**src/rtl/pwm_dec_pkg.sv**
```systemverilog
// Shared types and constants for the PWM decoder: FSM states, error codes, default width.
package pwm_dec_pkg;

    localparam int unsigned WIDTH_DEFAULT = 4;
    localparam int unsigned ERR_CODE_W    = 2;

    typedef enum logic {
        IDLE    = 1'b0,
        MEASURE = 1'b1
    } state_t;

    localparam logic [ERR_CODE_W-1:0] ERR_SHAPE   = 2'd0;
    localparam logic [ERR_CODE_W-1:0] ERR_OVERRUN = 2'd1;
    localparam logic [ERR_CODE_W-1:0] ERR_SAT     = 2'd2;
    localparam logic [ERR_CODE_W-1:0] ERR_ABORT   = 2'd3;

    typedef struct packed {
        logic                  flag;
        logic [ERR_CODE_W-1:0] code;
    } err_t;

endpackage

```
**src/rtl/pwm_decoder_frame_counter.sv**
```systemverilog
// Frame cycle index for the PWM decoder; tc flags the final cycle of a frame.
module frame_counter #(
    parameter int unsigned WIDTH = 4
) (
    input  logic             clock,
    input  logic             res,
    input  logic             clr,
    input  logic             inc,
    output logic [WIDTH-1:0] idx,
    output logic             tc
);

    // Index is cleared on the sof cycle, so in frame cycle k it holds k-1.
    localparam logic [WIDTH-1:0] LAST_STEP = {{(WIDTH-1){1'b1}}, 1'b0};

    always_ff @(posedge clock) begin
        if (res || clr) begin
            idx <= '0;
        end else if (inc) begin
            idx <= idx + WIDTH'(1);
        end
    end

    assign tc = inc && (idx == LAST_STEP);

endmodule

```
**src/rtl/pwm_decoder.sv**
```systemverilog
// PWM decoder: measures the high time of a pulse per 2^WIDTH-cycle frame and hands the
// count out over a valid/ready port. Define PWM_DEC_SHAPE_CHECK_EN to flag re-rising pulses.
module pwm_decoder
    import pwm_dec_pkg::*;
#(
    parameter int unsigned WIDTH = WIDTH_DEFAULT
) (
    input  logic             clock,
    input  logic             res,
    input  logic             pulse_in,
    input  logic             sof,
    output logic [WIDTH-1:0] out,
    output logic             out_valid,
    input  logic             out_ready,
    output logic             busy,
    output logic             err,
    output logic [1:0]       err_code
);

    localparam int unsigned CW = WIDTH + 1;

    state_t           state;
    state_t           state_nx;
    logic [WIDTH-1:0] idx;
    logic             tc;
    logic [CW-1:0]    count;
    logic [CW-1:0]    count_sum;
    logic [WIDTH-1:0] result;
    logic             sat;
    logic             frame_end;
    logic             abort;
    logic             wr;
    logic             ovr;
    logic             busy_d;
    logic             shape_hit;
    err_t             err_nx;

    frame_counter #(
        .WIDTH (WIDTH)
    ) u_frame_counter (
        .clock (clock),
        .res   (res),
        .clr   (sof),
        .inc   (state == MEASURE),
        .idx   (idx),
        .tc    (tc)
    );

    // State register
    always_ff @(posedge clock) begin
        if (res) begin
            state <= IDLE;
        end else begin
            state <= state_nx;
        end
    end

    // Next-state logic; sof always (re)starts a frame
    always_comb begin
        state_nx = state;
        case (state)
            IDLE: begin
                if (sof) begin
                    state_nx = MEASURE;
                end
            end
            MEASURE: begin
                if (sof) begin
                    state_nx = MEASURE;
                end else if (tc) begin
                    state_nx = IDLE;
                end
            end
            default: state_nx = IDLE;
        endcase
    end

    // Frame-end result, handshake and error selection
    always_comb begin
        abort     = 1'b0;
        frame_end = 1'b0;
        wr        = 1'b0;
        ovr       = 1'b0;
        busy_d    = (state_nx == MEASURE);
        count_sum = count + CW'(pulse_in);
        sat       = count_sum[WIDTH];
        result    = sat ? '1 : count_sum[WIDTH-1:0];
        err_nx    = '{flag: 1'b0, code: ERR_SHAPE};

        if (state == MEASURE) begin
            abort     = sof;
            frame_end = !sof && tc;
        end
        wr  = frame_end && (!out_valid || out_ready);
        ovr = frame_end && out_valid && !out_ready;

        if (abort) begin
            err_nx = '{flag: 1'b1, code: ERR_ABORT};
        end else if (ovr) begin
            err_nx = '{flag: 1'b1, code: ERR_OVERRUN};
        end else if (frame_end && sat) begin
            err_nx = '{flag: 1'b1, code: ERR_SAT};
        end else if (shape_hit) begin
            err_nx = '{flag: 1'b1, code: ERR_SHAPE};
        end
    end

`ifdef PWM_DEC_SHAPE_CHECK_EN
    logic prev_pulse;
    logic shape_seen;

    // A rising pulse_in after frame cycle 0 means the pulse was not one contiguous run.
    always_ff @(posedge clock) begin
        if (res) begin
            prev_pulse <= 1'b0;
            shape_seen <= 1'b0;
        end else if (sof) begin
            prev_pulse <= pulse_in;
            shape_seen <= 1'b0;
        end else if (state == MEASURE) begin
            prev_pulse <= pulse_in;
            if (shape_hit) begin
                shape_seen <= 1'b1;
            end
        end
    end

    assign shape_hit = (state == MEASURE) && !sof && pulse_in && !prev_pulse && !shape_seen;
`else
    assign shape_hit = 1'b0;
`endif

    // Count accumulation and registered outputs
    always_ff @(posedge clock) begin
        if (res) begin
            count     <= '0;
            out       <= '0;
            out_valid <= 1'b0;
            busy      <= 1'b0;
            err       <= 1'b0;
            err_code  <= ERR_SHAPE;
        end else begin
            if (sof) begin
                count <= CW'(pulse_in);
            end else if (state == MEASURE) begin
                count <= count_sum;
            end

            if (wr) begin
                out <= result;
            end

            if (wr) begin
                out_valid <= 1'b1;
            end else if (out_valid && out_ready) begin
                out_valid <= 1'b0;
            end

            busy     <= busy_d;
            err      <= err_nx.flag;
            err_code <= err_nx.code;
        end
    end

endmodule

```
**config.mk**
```make
export PLATFORM = sky130hd
export DESIGN_NAME = pwm_decoder
export DESIGN_NICKNAME = d
export VERILOG_FILES = /design/src/rtl/pwm_dec_pkg.sv /design/src/rtl/pwm_decoder_frame_counter.sv /design/src/rtl/pwm_decoder.sv
export SDC_FILE = /design/constraint.sdc
export NUM_CORES = 1
export LEC_CHECK = 0
export CORE_UTILIZATION = 50
export DETAILED_ROUTE_END_ITERATION = 16
export PLACE_DENSITY = 0.74
export SYNTH_ARGS = -nofsm -noshare
export SYNTH_HDL_FRONTEND = slang
export SYNTH_HIERARCHICAL = 1
export SYNTH_SLANG_ARGS = --single-unit
```
**constraint.sdc**
```tcl
create_clock -name clock -period 2 [get_ports clock]
set_input_delay 0.4 -clock clock [delete_from_list [all_inputs] [get_ports clock]]
set_output_delay 0.4 -clock clock [all_outputs]
set_load 0.03 [all_outputs]
```
==> results of run 1 <==
## report_power, final
part / switching [mW] / total (mW) / internal [mW] / leakage, nW
logic: 0.0359 / 0.0671 / 0.0311 / 0.205
clock network: 0.109 / 0.219 / 0.111 / 0.0210
registers: 0.00401 / 0.369 / 0.365 / 0.146
## sequential cells by signal, summed over array words and instances, names as in the netlist
name	count
busy	1
count	5
err	1
err_code	2
out	4
out_valid	1
u_frame_counter/idx	4
## stage by stage
| stage | hold WS, ns | utilization | worst slack [ns] | cell area, um2 |
|---|---|---|---|---|
| after global routing | 0.5625 | 0.6741 | 0.2412 | 1027 |
| after detailed placement | 0.5273 | 0.6502 | 0.06080 | 991.0 |
| after global placement | 0.5176 | 0.6502 | 0.1175 | 991.0 |
| final | 0.5357 | 0.6741 | 0.2885 | 1027 |
| after CTS | 0.5393 | 0.6741 | 0.2838 | 1027 |
| after floorplan | 0.4721 | - | 0.4512 | 834.6 |
## per-layer routing
| metal | up-vias | GRT usage |
|---|---|---|
| li1 | 341 | - |
| met5 | - | 0 |
| met4 | 0 | 0.09375 |
| met3 | 2 | 0.02553 |
| met2 | 29 | 0.2939 |
| met1 | 309 | 0.2520 |
## layout by cell type, fill, tap and decap left out, drive strengths merged, types with 3 or more instances in the layout
cell type,instances
nand3,3
clkdlybuf4s50,13
ha,4
nor2,5
buf,4
nor2b,3
nor3,8
dfxtp,18
a21oi,8
clkbuf,4
nand4,3
xor2,5
a211oi,3
## worst min-delay path: cells and delay by family, from the launching register on
kind	cells	cell delay [ns]
flip-flops	1	0.32
AO/OA/AOI/OAI	2	0.18
## how the worst min path moves through the flow
stage	startpoint	endpoint	slack (ns)	cells past startpoint
global placement	out[3]$_SDFFE_PP0P_	out[3]$_SDFFE_PP0P_	0.52	2
floorplan	res	out[2]$_SDFFE_PP0P_	0.47	1
finish	out[2]$_SDFFE_PP0P_	out[2]$_SDFFE_PP0P_	0.54	2
CTS	out[2]$_SDFFE_PP0P_	out[2]$_SDFFE_PP0P_	0.54	2
detailed placement	out[2]$_SDFFE_PP0P_	out[2]$_SDFFE_PP0P_	0.53	2
global route	out[0]$_SDFFE_PP0P_	out[0]$_SDFFE_PP0P_	0.56	2
## logic make-up (layout without fill, tap and decap cells)
logic type,Yosys count,count (layout)
simple gates,30,30
flops,18,18
compound gates,17,17
xor+xnor,7,7
buf+inv,6,23
fa+ha+maj,4,4
mux,4,4
## final cells by class
class / instances / area (um2) / area share
sequential: 18 / 360.3 / 0.3508
timing repair buffer: 17 / 160.2 / 0.1559
tap: 16 / 20.02 / 0.01949
inverter: 2 / 7.507 / 0.007308
multi-input combinational: 62 / 442.9 / 0.4312
clock buffer: 4 / 36.28 / 0.03532
==> out/summary.md, run 1 <==
The headroom to the max-slew limit was 0.7608; the count of hold-fix buffers inserted at cts was 0. The number of nets handed over by synthesis was 95. The library cell contributing the largest single delay on the critical path was clkdlybuf4s50_1. The simple-gate area share of the yosys netlist was 0.2054.

The first global-routing pass estimated 2587 um of wire. The run gives 18 as the sink count of the clock tree. The post-synthesis xor/xnor area fraction is 0.08246, and the width of the die is 42.86 um. The adder-cell share of the synthesized area was 0.05997; the initial antenna violation count was 0. The tools report the timing endpoint of the critical path as out[3]. In the final routed layout, each cell accounts on average for 12.69 um. The worst setup path is captured at an output pin.

The first detailed-routing pass took 5 iterations. For the pin with the worst max-slew slack, the measured transition is 0.3577 ns. By area the synthesized netlist is led by dfxtp_1, ha_1, a21oi_1. Total power for the finished layout comes to 0.6555 mW. The number of pins with negative max-slew slack in the final report is 0.

The power density relative to cell area came out at 638.2 nW/um2. Summing over every cut layer, the via total after detailed routing is 681. Wire segments on met3 add up to 83 um in the final route. The tools report the leakage dissipation as 0.3717 nW. The commonest cells after synthesis are dfxtp_1, a21oi_1, nor3_1, nor2_1.

The residual antenna-violating net count after detailed routing is 0, and the largest stage delay on the critical path is 0.68 ns. The startpoint identified for the worst register-to-register timing path is u_frame_counter/idx[0]$_SDFFE_PP0P_. Critical register-to-register path endpoint: out[3]$_SDFFE_PP0P_. The kind of cell with the highest combined delay along the critical path is buffers and inverters. The wire-length estimate of the detail-placed layout is 1140 um. The clock period could shrink to 1.712 ns. The number of synthesized flops with an enable pin was 0; the final total negative setup slack was 0 ns.

The number of global-route vias before repair was 586. The tool flagged a number of max-cap violations equal to 0. The tools report the die area as 1837 um2. For the final-layout fill cell count, the log shows 121. Synthesized netlist cell count: 86.

At the worst endpoint, the required time is 1.60 ns. Among all flip-flop cells after synthesis, the most frequent one is dfxtp_1. The logs give 0.5476 for the starting density of the core and 14 for the I/O pin count. Gates resized during post-CTS repair numbered 0. Post-synthesis async set-or-reset flop share: 0. The run gives 0 as the number of antenna diodes.

After synthesis, the mean cell area works out to 9.704 um2. The cell area that synthesis handed to floorplanning was 834.6 um2. The global router's overall resource usage came out at 0.1882.

The post-CTS setup repair buffer count was 0. Number of hold violations in the final report: 0. The total number of nets in the final design was 113; the buffering stage count on the worst path with inverters included was 1. TritonCTS built the clock tree. The met1 wire length was 698 um. The most common cell in the synthesized netlist was dfxtp_1. The largest net degree at the start of global routing is 17.

Setup repair after global routing left no endpoint under its margin. For the sequential cell area fraction in the yosys report, the log shows 0.4318. The share of the cycle needed by the critical path after routing works out to 0.8558. The tightest min-delay check is of the flop to flop type. For this run, design rule violations remaining after detail routing come to 0. The most critical setup path has its startpoint at out[3]$_SDFFE_PP0P_.

The die is 42.86 um tall. For the overall routed net length, the log shows 1510 um. By area, the combinational part of the netlist is dominated by simple AND/OR/NAND/NOR gates.

Walking the worst path, the cells encountered are clkdlybuf4s50_1. Fraction of synthesized area in multiplexers: 0.05097. The number of input and output port buffers inserted came out at 13. Cell depth of the worst setup path: 1.

The total core area is 1524 um2, and the maximum clock frequency is 584.3 MHz. The clock transition at the registers of the reported paths was 0.10 ns. In this run, placement finished with an instance count of 115. The post-synthesis compound-gate area fraction came out at 0.1319. In this run, synthesis produced a sequential element count of 18.

The logs give 0 for the total of endpoints with negative setup slack in the final report and 0.49 ns for the slack of the worst reg-to-reg path. Dividing the detail-routed via count by the number of cells gives 5.723. The number of cells on the worst reg-to-reg path works out to 6. Of all nets on the critical path, the largest fanout is 2. Clock latency on the worst-skew pair, taken at its later pin, is 0.28 ns. The run gives 1 as the level count of the clock H-tree. Largest area contributor in the netlist: dfxtp_1. Fraction of layout cells with a size suffix above 1: 0.1359. The final cell count without fillers came out at 119. The worst setup path is launched from a flop. The logs give 30 for the number of library cell types mapped by synthesis and 0.3572 mV for the peak supply drop. Path type of the worst setup path: flop to output pin. At the end of routability-driven placement, the weighted congestion stood at 0.8044. The worst-case clock buffer depth was 2; the data arrival time of the critical path was 1.31 ns. CTS placed an instance of clkbuf_4 at the clock tree root. The area growth from synthesis to layout is 23.09%. After detailed routing, the met2 layer carries 710 um of wire. For the count of synthesis-stage warnings from yosys, the log shows 6. For the clock buffer count from CTS, the log shows 3. The first routing iteration left 18 violations. The area share of the largest cell type after synthesis was 0.4318; the site row count was 14. The run finished with clean final reports.

The worst-case clock skew is 0.005985 ns, and the remaining global-route overflow is 0. Top layer reached by signal wires: met4.
Power figures use the tool's default switching activity.
==> run 2, diff against run 1 <==
--- a/config.mk
+++ b/config.mk
@@ -8,6 +8,7 @@
 export CORE_UTILIZATION = 50
 export DETAILED_ROUTE_END_ITERATION = 16
 export PLACE_DENSITY = 0.74
+export SLEW_MARGIN = 20
 export SYNTH_ARGS = -nofsm -noshare
 export SYNTH_HDL_FRONTEND = slang
 export SYNTH_HIERARCHICAL = 1
==> results of run 2 <==
No change in the layout: final DEF, timing and power equal those of run 1.
